<file path="src/rtl/tla_pkg.sv">
// Shared types and constants for the open/close compare-command scheduler.
package tla_pkg;

    typedef enum logic [2:0] {
        IDLE  = 3'd0,
        SETUP = 3'd1,
        FIRE  = 3'd2,
        GUARD = 3'd3,
        ACK   = 3'd4
    } state_t;

    localparam logic OP_OPEN   = 1'b0;
    localparam logic OP_CLOSE  = 1'b1;
    localparam int   SETUP_CYC = 2;
    localparam int   CNT_W     = 16;

endpackage

</file>
<file path="src/rtl/tla_rr_arb2.sv">
// Two-input round-robin arbiter: grants one requester while enabled and
// remembers the last granted requester to break ties.
module tla_rr_arb2
    import tla_pkg::*;
(
    input  logic       clk,
    input  logic       rst,
    input  logic       en,
    input  logic [1:0] vld,
    output logic [1:0] rdy
);

    logic       ptr_r;
    logic [1:0] rdy_s;

    // On a tie the requester that was not granted last wins.
    always_comb begin
        rdy_s = 2'b00;
        if (en) begin
            case (vld)
                2'b01:   rdy_s = 2'b01;
                2'b10:   rdy_s = 2'b10;
                2'b11:   rdy_s = ptr_r ? 2'b01 : 2'b10;
                default: rdy_s = 2'b00;
            endcase
        end else begin
            rdy_s = 2'b00;
        end
    end

    // Last-granted pointer; starts at 1 so req0 wins the first tie.
    always_ff @(posedge clk or posedge rst) begin
        if (rst) begin
            ptr_r <= 1'b1;
        end else if (|(vld & rdy_s)) begin
            ptr_r <= rdy_s[1];
        end
    end

    assign rdy = rdy_s;

endmodule

</file>
<file path="src/rtl/tla_com_sched.sv">
// Compare-command scheduler: arbitrates host/scan requests and issues a guarded
// open/close strobe. Define TLA_SCHED_ACK_EN to build the Gc_wdis echo check.
module tla_com_sched #(
    parameter int TOP0_0 = 3,
    parameter int LDD0_0 = 32,
    parameter int GUARD  = 8,
    parameter int TMO    = 1023
) (
    input  logic              Gc_clk125,
    input  logic              Gc_rst,
    input  logic              req0_vld,
    input  logic              req0_op,
    input  logic [TOP0_0-1:0] req0_wdis,
    input  logic [LDD0_0-1:0] req0_plus,
    output logic              req0_rdy,
    input  logic              req1_vld,
    input  logic              req1_op,
    input  logic [TOP0_0-1:0] req1_wdis,
    input  logic [LDD0_0-1:0] req1_plus,
    output logic              req1_rdy,
    output logic [TOP0_0-1:0] Gc_com_wdis,
    output logic [LDD0_0-1:0] Gc_com_plus,
    output logic              Gc_com_open,
    output logic              Gc_com_close,
    input  logic [TOP0_0-1:0] Gc_wdis,
    output logic              busy,
    output logic              gnt_id,
    output logic              done,
    output logic              err
);
    import tla_pkg::*;

    state_t              state_r, nxt_state_s;
    logic [CNT_W-1:0]    cnt_r, nxt_cnt_s;
    logic                op_r, nxt_op_s;
    logic [TOP0_0-1:0]   wdis_r, nxt_wdis_s;
    logic [LDD0_0-1:0]   plus_r, nxt_plus_s;
    logic                open_r, nxt_open_s;
    logic                close_r, nxt_close_s;
    logic                gnt_r, nxt_gnt_s;
    logic                done_r, nxt_done_s;
    logic                err_r, nxt_err_s;
    logic                busy_r;
    logic [1:0]          rdy_s;
    logic                xfer_s;
    logic                idle_s;

    assign idle_s = (state_r == IDLE);

    tla_rr_arb2 u_arb (
        .clk (Gc_clk125),
        .rst (Gc_rst),
        .en  (idle_s),
        .vld ({req1_vld, req0_vld}),
        .rdy (rdy_s)
    );

    assign xfer_s = |({req1_vld, req0_vld} & rdy_s);

`ifdef TLA_SCHED_ACK_EN
    logic match_r;

    // Echo compare registered once before the FSM looks at it.
    always_ff @(posedge Gc_clk125 or posedge Gc_rst) begin
        if (Gc_rst) begin
            match_r <= 1'b0;
        end else begin
            match_r <= (Gc_wdis == wdis_r);
        end
    end
`else
    logic unused_ack_s;
    assign unused_ack_s = ^{Gc_wdis, 16'(TMO)};
`endif

    // Next-state and next-output decode for the command sequence.
    always_comb begin
        nxt_state_s = state_r;
        nxt_cnt_s   = cnt_r;
        nxt_op_s    = op_r;
        nxt_wdis_s  = wdis_r;
        nxt_plus_s  = plus_r;
        nxt_gnt_s   = gnt_r;
        nxt_open_s  = 1'b0;
        nxt_close_s = 1'b0;
        nxt_done_s  = 1'b0;
        nxt_err_s   = 1'b0;
        case (state_r)
            IDLE: begin
                if (xfer_s) begin
                    nxt_state_s = SETUP;
                    nxt_cnt_s   = {CNT_W{1'b0}};
                    nxt_gnt_s   = rdy_s[1];
                    nxt_op_s    = rdy_s[1] ? req1_op   : req0_op;
                    nxt_wdis_s  = rdy_s[1] ? req1_wdis : req0_wdis;
                    nxt_plus_s  = rdy_s[1] ? req1_plus : req0_plus;
                end else begin
                    nxt_state_s = IDLE;
                end
            end
            SETUP: begin
                if (cnt_r == CNT_W'(SETUP_CYC - 1)) begin
                    nxt_state_s = FIRE;
                    nxt_cnt_s   = {CNT_W{1'b0}};
                    nxt_open_s  = (op_r == OP_OPEN);
                    nxt_close_s = (op_r == OP_CLOSE);
                end else begin
                    nxt_cnt_s   = cnt_r + CNT_W'(1);
                end
            end
            FIRE: begin
                nxt_state_s = tla_pkg::GUARD;
                nxt_cnt_s   = {CNT_W{1'b0}};
            end
            tla_pkg::GUARD: begin
                if (cnt_r == CNT_W'(GUARD - 1)) begin
                    nxt_cnt_s   = {CNT_W{1'b0}};
`ifdef TLA_SCHED_ACK_EN
                    nxt_state_s = ACK;
`else
                    nxt_state_s = IDLE;
                    nxt_done_s  = 1'b1;
`endif
                end else begin
                    nxt_cnt_s   = cnt_r + CNT_W'(1);
                end
            end
`ifdef TLA_SCHED_ACK_EN
            ACK: begin
                if (match_r) begin
                    nxt_state_s = IDLE;
                    nxt_cnt_s   = {CNT_W{1'b0}};
                    nxt_done_s  = 1'b1;
                end else if (cnt_r == CNT_W'(TMO - 1)) begin
                    nxt_state_s = IDLE;
                    nxt_cnt_s   = {CNT_W{1'b0}};
                    nxt_done_s  = 1'b1;
                    nxt_err_s   = 1'b1;
                end else begin
                    nxt_cnt_s   = cnt_r + CNT_W'(1);
                end
            end
`endif
            default: begin
                nxt_state_s = IDLE;
                nxt_cnt_s   = {CNT_W{1'b0}};
            end
        endcase
    end

    // State, latched command and registered outputs.
    always_ff @(posedge Gc_clk125 or posedge Gc_rst) begin
        if (Gc_rst) begin
            state_r <= IDLE;
            cnt_r   <= {CNT_W{1'b0}};
            op_r    <= 1'b0;
            wdis_r  <= {TOP0_0{1'b0}};
            plus_r  <= {LDD0_0{1'b0}};
            gnt_r   <= 1'b0;
            open_r  <= 1'b0;
            close_r <= 1'b0;
            done_r  <= 1'b0;
            err_r   <= 1'b0;
            busy_r  <= 1'b0;
        end else begin
            state_r <= nxt_state_s;
            cnt_r   <= nxt_cnt_s;
            op_r    <= nxt_op_s;
            wdis_r  <= nxt_wdis_s;
            plus_r  <= nxt_plus_s;
            gnt_r   <= nxt_gnt_s;
            open_r  <= nxt_open_s;
            close_r <= nxt_close_s;
            done_r  <= nxt_done_s;
            err_r   <= nxt_err_s;
            busy_r  <= (nxt_state_s != IDLE);
        end
    end

    assign req0_rdy     = rdy_s[0];
    assign req1_rdy     = rdy_s[1];
    assign Gc_com_wdis  = wdis_r;
    assign Gc_com_plus  = plus_r;
    assign Gc_com_open  = open_r;
    assign Gc_com_close = close_r;
    assign busy         = busy_r;
    assign gnt_id       = gnt_r;
    assign done         = done_r;
    assign err          = err_r;

endmodule

</file>
<file path="config.mk">
export PLATFORM = sky130hd
export DESIGN_NAME = tla_com_sched
export DESIGN_NICKNAME = d
export VERILOG_FILES = /design/src/rtl/tla_pkg.sv /design/src/rtl/tla_rr_arb2.sv /design/src/rtl/tla_com_sched.sv
export SDC_FILE = /design/constraint.sdc
export NUM_CORES = 1
export LEC_CHECK = 0
export BUFFER_PORTS_ARGS = -buffer_cell sky130_fd_sc_hd__buf_2
export CORE_ASPECT_RATIO = 1.5
export CORE_MARGIN = 2
export CORE_UTILIZATION = 52
export CTS_CLUSTER_DIAMETER = 100
export DETAILED_ROUTE_END_ITERATION = 8
export HOLD_SLACK_MARGIN = 0.03
export PLACE_DENSITY_LB_ADDON = 0.15
export SYNTH_ARGS = -nofsm -noshare
export SYNTH_HDL_FRONTEND = slang
export SYNTH_SLANG_ARGS = --single-unit
</file>
<file path="constraint.sdc">
create_clock -name Gc_clk125 -period 4.8 [get_ports Gc_clk125]
set_clock_uncertainty 0.2 [all_clocks]
set_input_delay 0.48 -clock Gc_clk125 [delete_from_list [all_inputs] [get_ports Gc_clk125]]
set_output_delay 0.48 -clock Gc_clk125 [all_outputs]
set_load 0.02 [all_outputs]
</file>
* After elaboration in Yosys (flattened, before gate mapping)
Index checks and enable logic that the tools add are counted.
** Operators by class
- Add/subtract/negate cells :: 1
- Equality and inequality tests :: 9
- Muxes and demuxes :: 20
- Bitwise logic cells :: 2
- Reduce and logical (&&, ||, !) cells :: 4
** Operator list (count)
- $mux W16 :: 3
- $pmux W16 S3 :: 1
- $mux W32 :: 1
- $add A16 B1 Y16 const B :: 1
- $eq A16 B1 Y1 const B :: 1
- $eq A16 B3 Y1 const B :: 1
- $pmux W3 S4 :: 1
- $mux W3 :: 3
- $mux W1 :: 8
- $eq A3 B2 Y1 const B :: 2
- $pmux W2 S3 :: 1
- $eq A2 B2 Y1 const B :: 2
- $mux W2 :: 2
- $eq A3 B1 Y1 const B :: 1
- $logic_not A3 Y1 :: 1
- $reduce_bool A3 Y1 :: 1
- $and A2 B2 Y2 :: 1
- $eq A2 B1 Y1 const B :: 1
- $ne A2 B2 Y1 const B :: 1
- $reduce_and A2 Y1 :: 1
- $reduce_or A2 Y1 :: 1
- $not A1 Y1 :: 1
** Word-level totals
- Register bits :: 61
- Input port bits :: 79

* Depth between registers and ports, before layout
- Word-level depth :: 8
- Mapped depth :: 7

* Modules after synthesis
A second synthesis with hierarchy kept.
** Unflattened totals
- Cells, all modules :: 307
- Area, all modules :: 3012.9 sq um
** Modules (own cells, without submodules)
- tla_com_sched :: times used 1, cells an instance 298, area an instance 2946.6 sq um, seq. area each 1501.4 sq um
- tla_rr_arb2 :: times used 1, cells an instance 9, area an instance 66.3 sq um, seq. area each 26.3 sq um

* Worst setup path before layout
Ideal clock, no wire load.
- Kind :: reg-to-output
- From :: register state_r[0]
- To :: output port req1_rdy
- Arrival :: 1.232 ns
- Data required time :: 4.120 ns
- Path slack :: 2.888 ns
- Cell stages (with the launch flop) :: 5
- Path buffers :: 2
- Cells stage by stage :: dfrtp_1 -> buf_2 -> or3_4 -> nor2_2 -> buf_2
** On the way
- Longest elaborated chain between the ends :: 2
** RTL lines
- start, declared :: line tla_com_sched.sv:33 : state_t state_r, nxt_state_s;
- start signal, assigned :: line tla_com_sched.sv:166 : state_r <= nxt_state_s;
- $logic_not A3 Y1 :: line tla_com_sched.sv:48 : assign idle_s = (state_r == IDLE);
- $mux W2 :: line tla_rr_arb2.sv:19 : if (en) begin
- end, declared :: line tla_com_sched.sv:20 : output logic req1_rdy,
Every way passes these cells.

* Final worst setup path
- From :: register u_arb.ptr_r
- To :: output port req1_rdy
** On the way
- Longest elaborated chain between the ends :: 3
** RTL lines
- start, declared :: line tla_rr_arb2.sv:13 : logic ptr_r;
- start signal, assigned :: line tla_rr_arb2.sv:36 : ptr_r <= rdy_s[1];
- $mux W2 :: line tla_rr_arb2.sv:23 : 2'b11: rdy_s = ptr_r ? 2'b01 : 2'b10;
- $pmux W2 S3 :: line tla_rr_arb2.sv:20 : case (vld)
- $mux W2 :: line tla_rr_arb2.sv:19
Every way passes these cells.

==> run_results.csv <==
group,metric,value,unit
critical_path,arrival,2250,ps
logic_synthesis,synth_top_cell_by_area,"dfrtp_1",
power_and_ir_drop,p_per_area,375,mW/mm^2
logic_synthesis,synth_edf_count,0,
power_and_ir_drop,p_leak,1.81,nW
clock_tree,cts_root_buffer,"clkbuf_8",
grt,grt_max_degree,71,
critical_path,cp_top_family,"compound AO/OA/AOI/OAI gates",
logic_synthesis,ys_seq_area_share,51.7,%
critical_path,r2r-end,"Gc_com_plus[0]$_DFFE_PP0P_",
timing,rsz0062_at_grt,"no",
logic_synthesis,syn_inst,304,
logic_synthesis,synth_most_common_cell,"dfrtp_1",
power_and_ir_drop,ir_drop,0.209,mV
power_and_ir_drop,switchingPower,0.427,mW
critical_path,cp_max_fo,34,
clock_tree,clockBufferDepth,2,
grt,grt_util_all_layers,23.9,%
logic_synthesis,synth.avg_cell_area,9.72,sq um
floorplanning,core,0.00549,sq mm
timing,drv_slew,0,
timing,min_period_over_period,61.0,%
critical_path,cp_slowest_cell,"a21bo_1",
clock_tree,numClockSinks,61,
floorplanning,die_w,65.6,microns
routing,drt-pass1-iter-count,4,
grt,grt-ovfl-total,0,
routing,vias_per_cell,5.36,
grt,antenna_found_initial,0,
cells_and_area,fin_nets,495,
critical_path,rrSetupSlack,2150,ps
placed_design,port_buffers,117,
critical_path,path_cells,"a21bo_1 > nor2_2 > buf_2",
clock_tree,clk_latency,320,ps
logic_synthesis,ys_top_cells_by_area,"dfrtp_1, o22ai_1, o21ai_1",
timing,setup_viol,0,
routing,drt-initial-drc-count,159,
cells_and_area,multiInputGateArea,0.00130,sq mm
clock_tree,cts_tree,"yes",
critical_path,setup.worst_path.class,"reg2out",
clock_tree,htreeDepth,3,
timing,final.min_clock_period,2930,ps
clock_tree,cts_hold_buf,0,
logic_synthesis,syn-cell-area,0.00296,sq mm
critical_path,crit_buf_inv,1,
routing,routed_wl,7030,microns
timing,worst_pin_slew,1000,ps
timing,setup-tns-final,0,ps
cells_and_area,regArea,0.00153,sq mm
routing,wl_per_cell,14.4,microns
critical_path,cp.required,4120,ps
flow_run,cap_violations,0,
logic_synthesis,synth_top_cell_area_share,50.8,%
timing,fmax,341,MHz
logic_synthesis,ys.flop_type,"dfrtp_1",
timing,finalHoldWorstSlack,167,ps
logic_synthesis,synth.ff_latch_count,61,
power_and_ir_drop,pwr-share-comb,22.3,%
grt,grt_pass1_vias,2564,
floorplanning,die_height,96.3,microns
critical_path,slowest_delay,770,ps
placed_design,hpwlAfterDp,5060,microns
cells_and_area,syn2layout_area_growth,27.0,%
placed_design,dpl-instance-area,0.00355,sq mm
cells_and_area,fillers,458,
routing,drc,0,
floorplanning,start_util,53.8,%
power_and_ir_drop,p_int,0.982,mW
floorplanning,rows,33,
critical_path,startpoint_type,"register",
clock_tree,clk_pin_slew_worst_paths,60,ps
floorplanning,dieArea,0.00631,sq mm
timing,hold_violations,0,
placed_design,place_congestion,0.820,
power_and_ir_drop,swShare,30.3,%
placed_design,post-place-cells,473,
routing,postRouteAntennaNets,0,
power_and_ir_drop,clockPowerShare,33.9,%
critical_path,cp-end-kind,"primary output",
critical_path,r2r_start,"u_arb.ptr_r$_DFFE_PP1P_",
min_path,hp-class,"in2async",
logic_synthesis,async_flop_share,100,%
cells_and_area,drive_gt1_share,35.6,%
clock_tree,cts_buffers,9,
clock_tree,post_cts_buffers,0,
logic_synthesis,synth_commonest_cells,"dfrtp_1, nand2_1, o21ai_1",
logic_synthesis,yosys_warnings,0,
clock_tree,cts-resized-gates,0,
power_and_ir_drop,power_frac_seq,43.8,%
timing,max-slew-margin-rel,33.2,%
cells_and_area,diodes,0,
grt,grt_pass1_wl,11500,microns
critical_path,reg2reg_depth,5,
floorplanning,ios,122,
routing,vias,2621,
outcome,run_status,"complete, no violations",
cells_and_area,instances_no_fill,489,
logic_synthesis,synth.distinct_cells,50,
cells_and_area,stdcell_area,0.00375,sq mm
-- placed cells by master (no fill, tap or decap), types with 3 or more instances in the layout --
cell type  netlist  layout
nor3_1           3       3
clkinv_2         0       3
nand4_1          4       4
o21ai_1         42      41
mux2i_1          4       4
xnor2_1          4       4
and3_1           4       4
nor2_1           9       9
nand3_1          5       5
buf_2            8     117
inv_1            7       6
nand2_1         46      46
clkbuf_8         0       9
a22oi_1          3       3
o22ai_1         35      35
buf_4            3       3
dfrtp_1         60      60
a21oi_1         11      11
-- kinds of logic (layout without fill, tap and decap cells) --
logic type	count (synthesis)	in the layout	synth area share [%]
AOI/OAI and AO/OA	110	110	23.0
adders and majority gates	2	2	0.847
muxes	4	4	1.35
other	1	2	0.127
and+or+nand+nor	93	93	16.9
DFF	61	61	51.7
xor gates and xnor gates	4	4	1.19
buffers and inverters	29	143	4.91
-- routing by layer --
metal	track usage [%]	vias up	part of all wire [%]
met5	0	-	0
met4	8.51	0	0.88
met2	41.6	71	53
met3	6.32	5	5.3
met1	28.3	1217	41
li1	-	1328	-
-- worst max path at each step --
stage | cells past startpoint | slack, ps | end | startpoint
global placement | 6 | 1910 | Gc_com_plus[31]$_DFFE_PP0P_ | req1_vld
detailed placement | 6 | 1830 | Gc_com_plus[31]$_DFFE_PP0P_ | req1_vld
global route | 3 | 1670 | req1_rdy | u_arb.ptr_r$_DFFE_PP1P_
floorplan | 1 | 2610 | Gc_com_close$_DFF_PP0_ | Gc_rst
CTS | 3 | 1850 | req1_rdy | u_arb.ptr_r$_DFFE_PP1P_
finish | 3 | 1870 | req1_rdy | u_arb.ptr_r$_DFFE_PP1P_
-- final cells by class --
cell class	count	area share, %
tap	70	2.33
sequential	61	40.7
timing repair buffer	120	16.2
multi-input combinational	215	34.6
inverter	7	0.700
clock inverter	5	2.00
clock buffer	11	3.50
-- state kept, by name, summed over array words and instances (netlist names) --
| signal | flops |
|---|---|
| Gc_com_wdis | 3 |
| done | 1 |
| gnt_id | 1 |
| busy | 1 |
| Gc_com_close | 1 |
| state_r | 3 |
| Gc_com_plus | 32 |
| u_arb.ptr_r | 1 |
| op_r | 1 |
| cnt_r | 16 |
| Gc_com_open | 1 |
-- worst min-delay path, cell delays in order --
cell and delay (ps):
buf_2 100, inv_2 30, buf_4 580
-- power by group through the flow --
stage | logic (mW) | clock network, mW | registers [mW]
floorplan | 0.123 | 0 | 0.696
global placement | 0.314 | 0 | 0.621
detailed placement | 0.320 | 0 | 0.624
CTS | 0.320 | 0.488 | 0.617
global route | 0.348 | 0.510 | 0.625
finish | 0.315 | 0.477 | 0.617
-- per-stage QoR --
step	total power, mW	util (%)	setup WS (ps)
3_3_place_gp	0.935	64.6	1910
6_report	1.41	68.4	1870
5_1_grt	1.48	68.4	1670
2_1_floorplan	0.819	-	2610
3_5_place_dp	0.944	64.6	1830
4_1_cts	1.42	68.4	1850
Power figures use the tool's default switching activity.
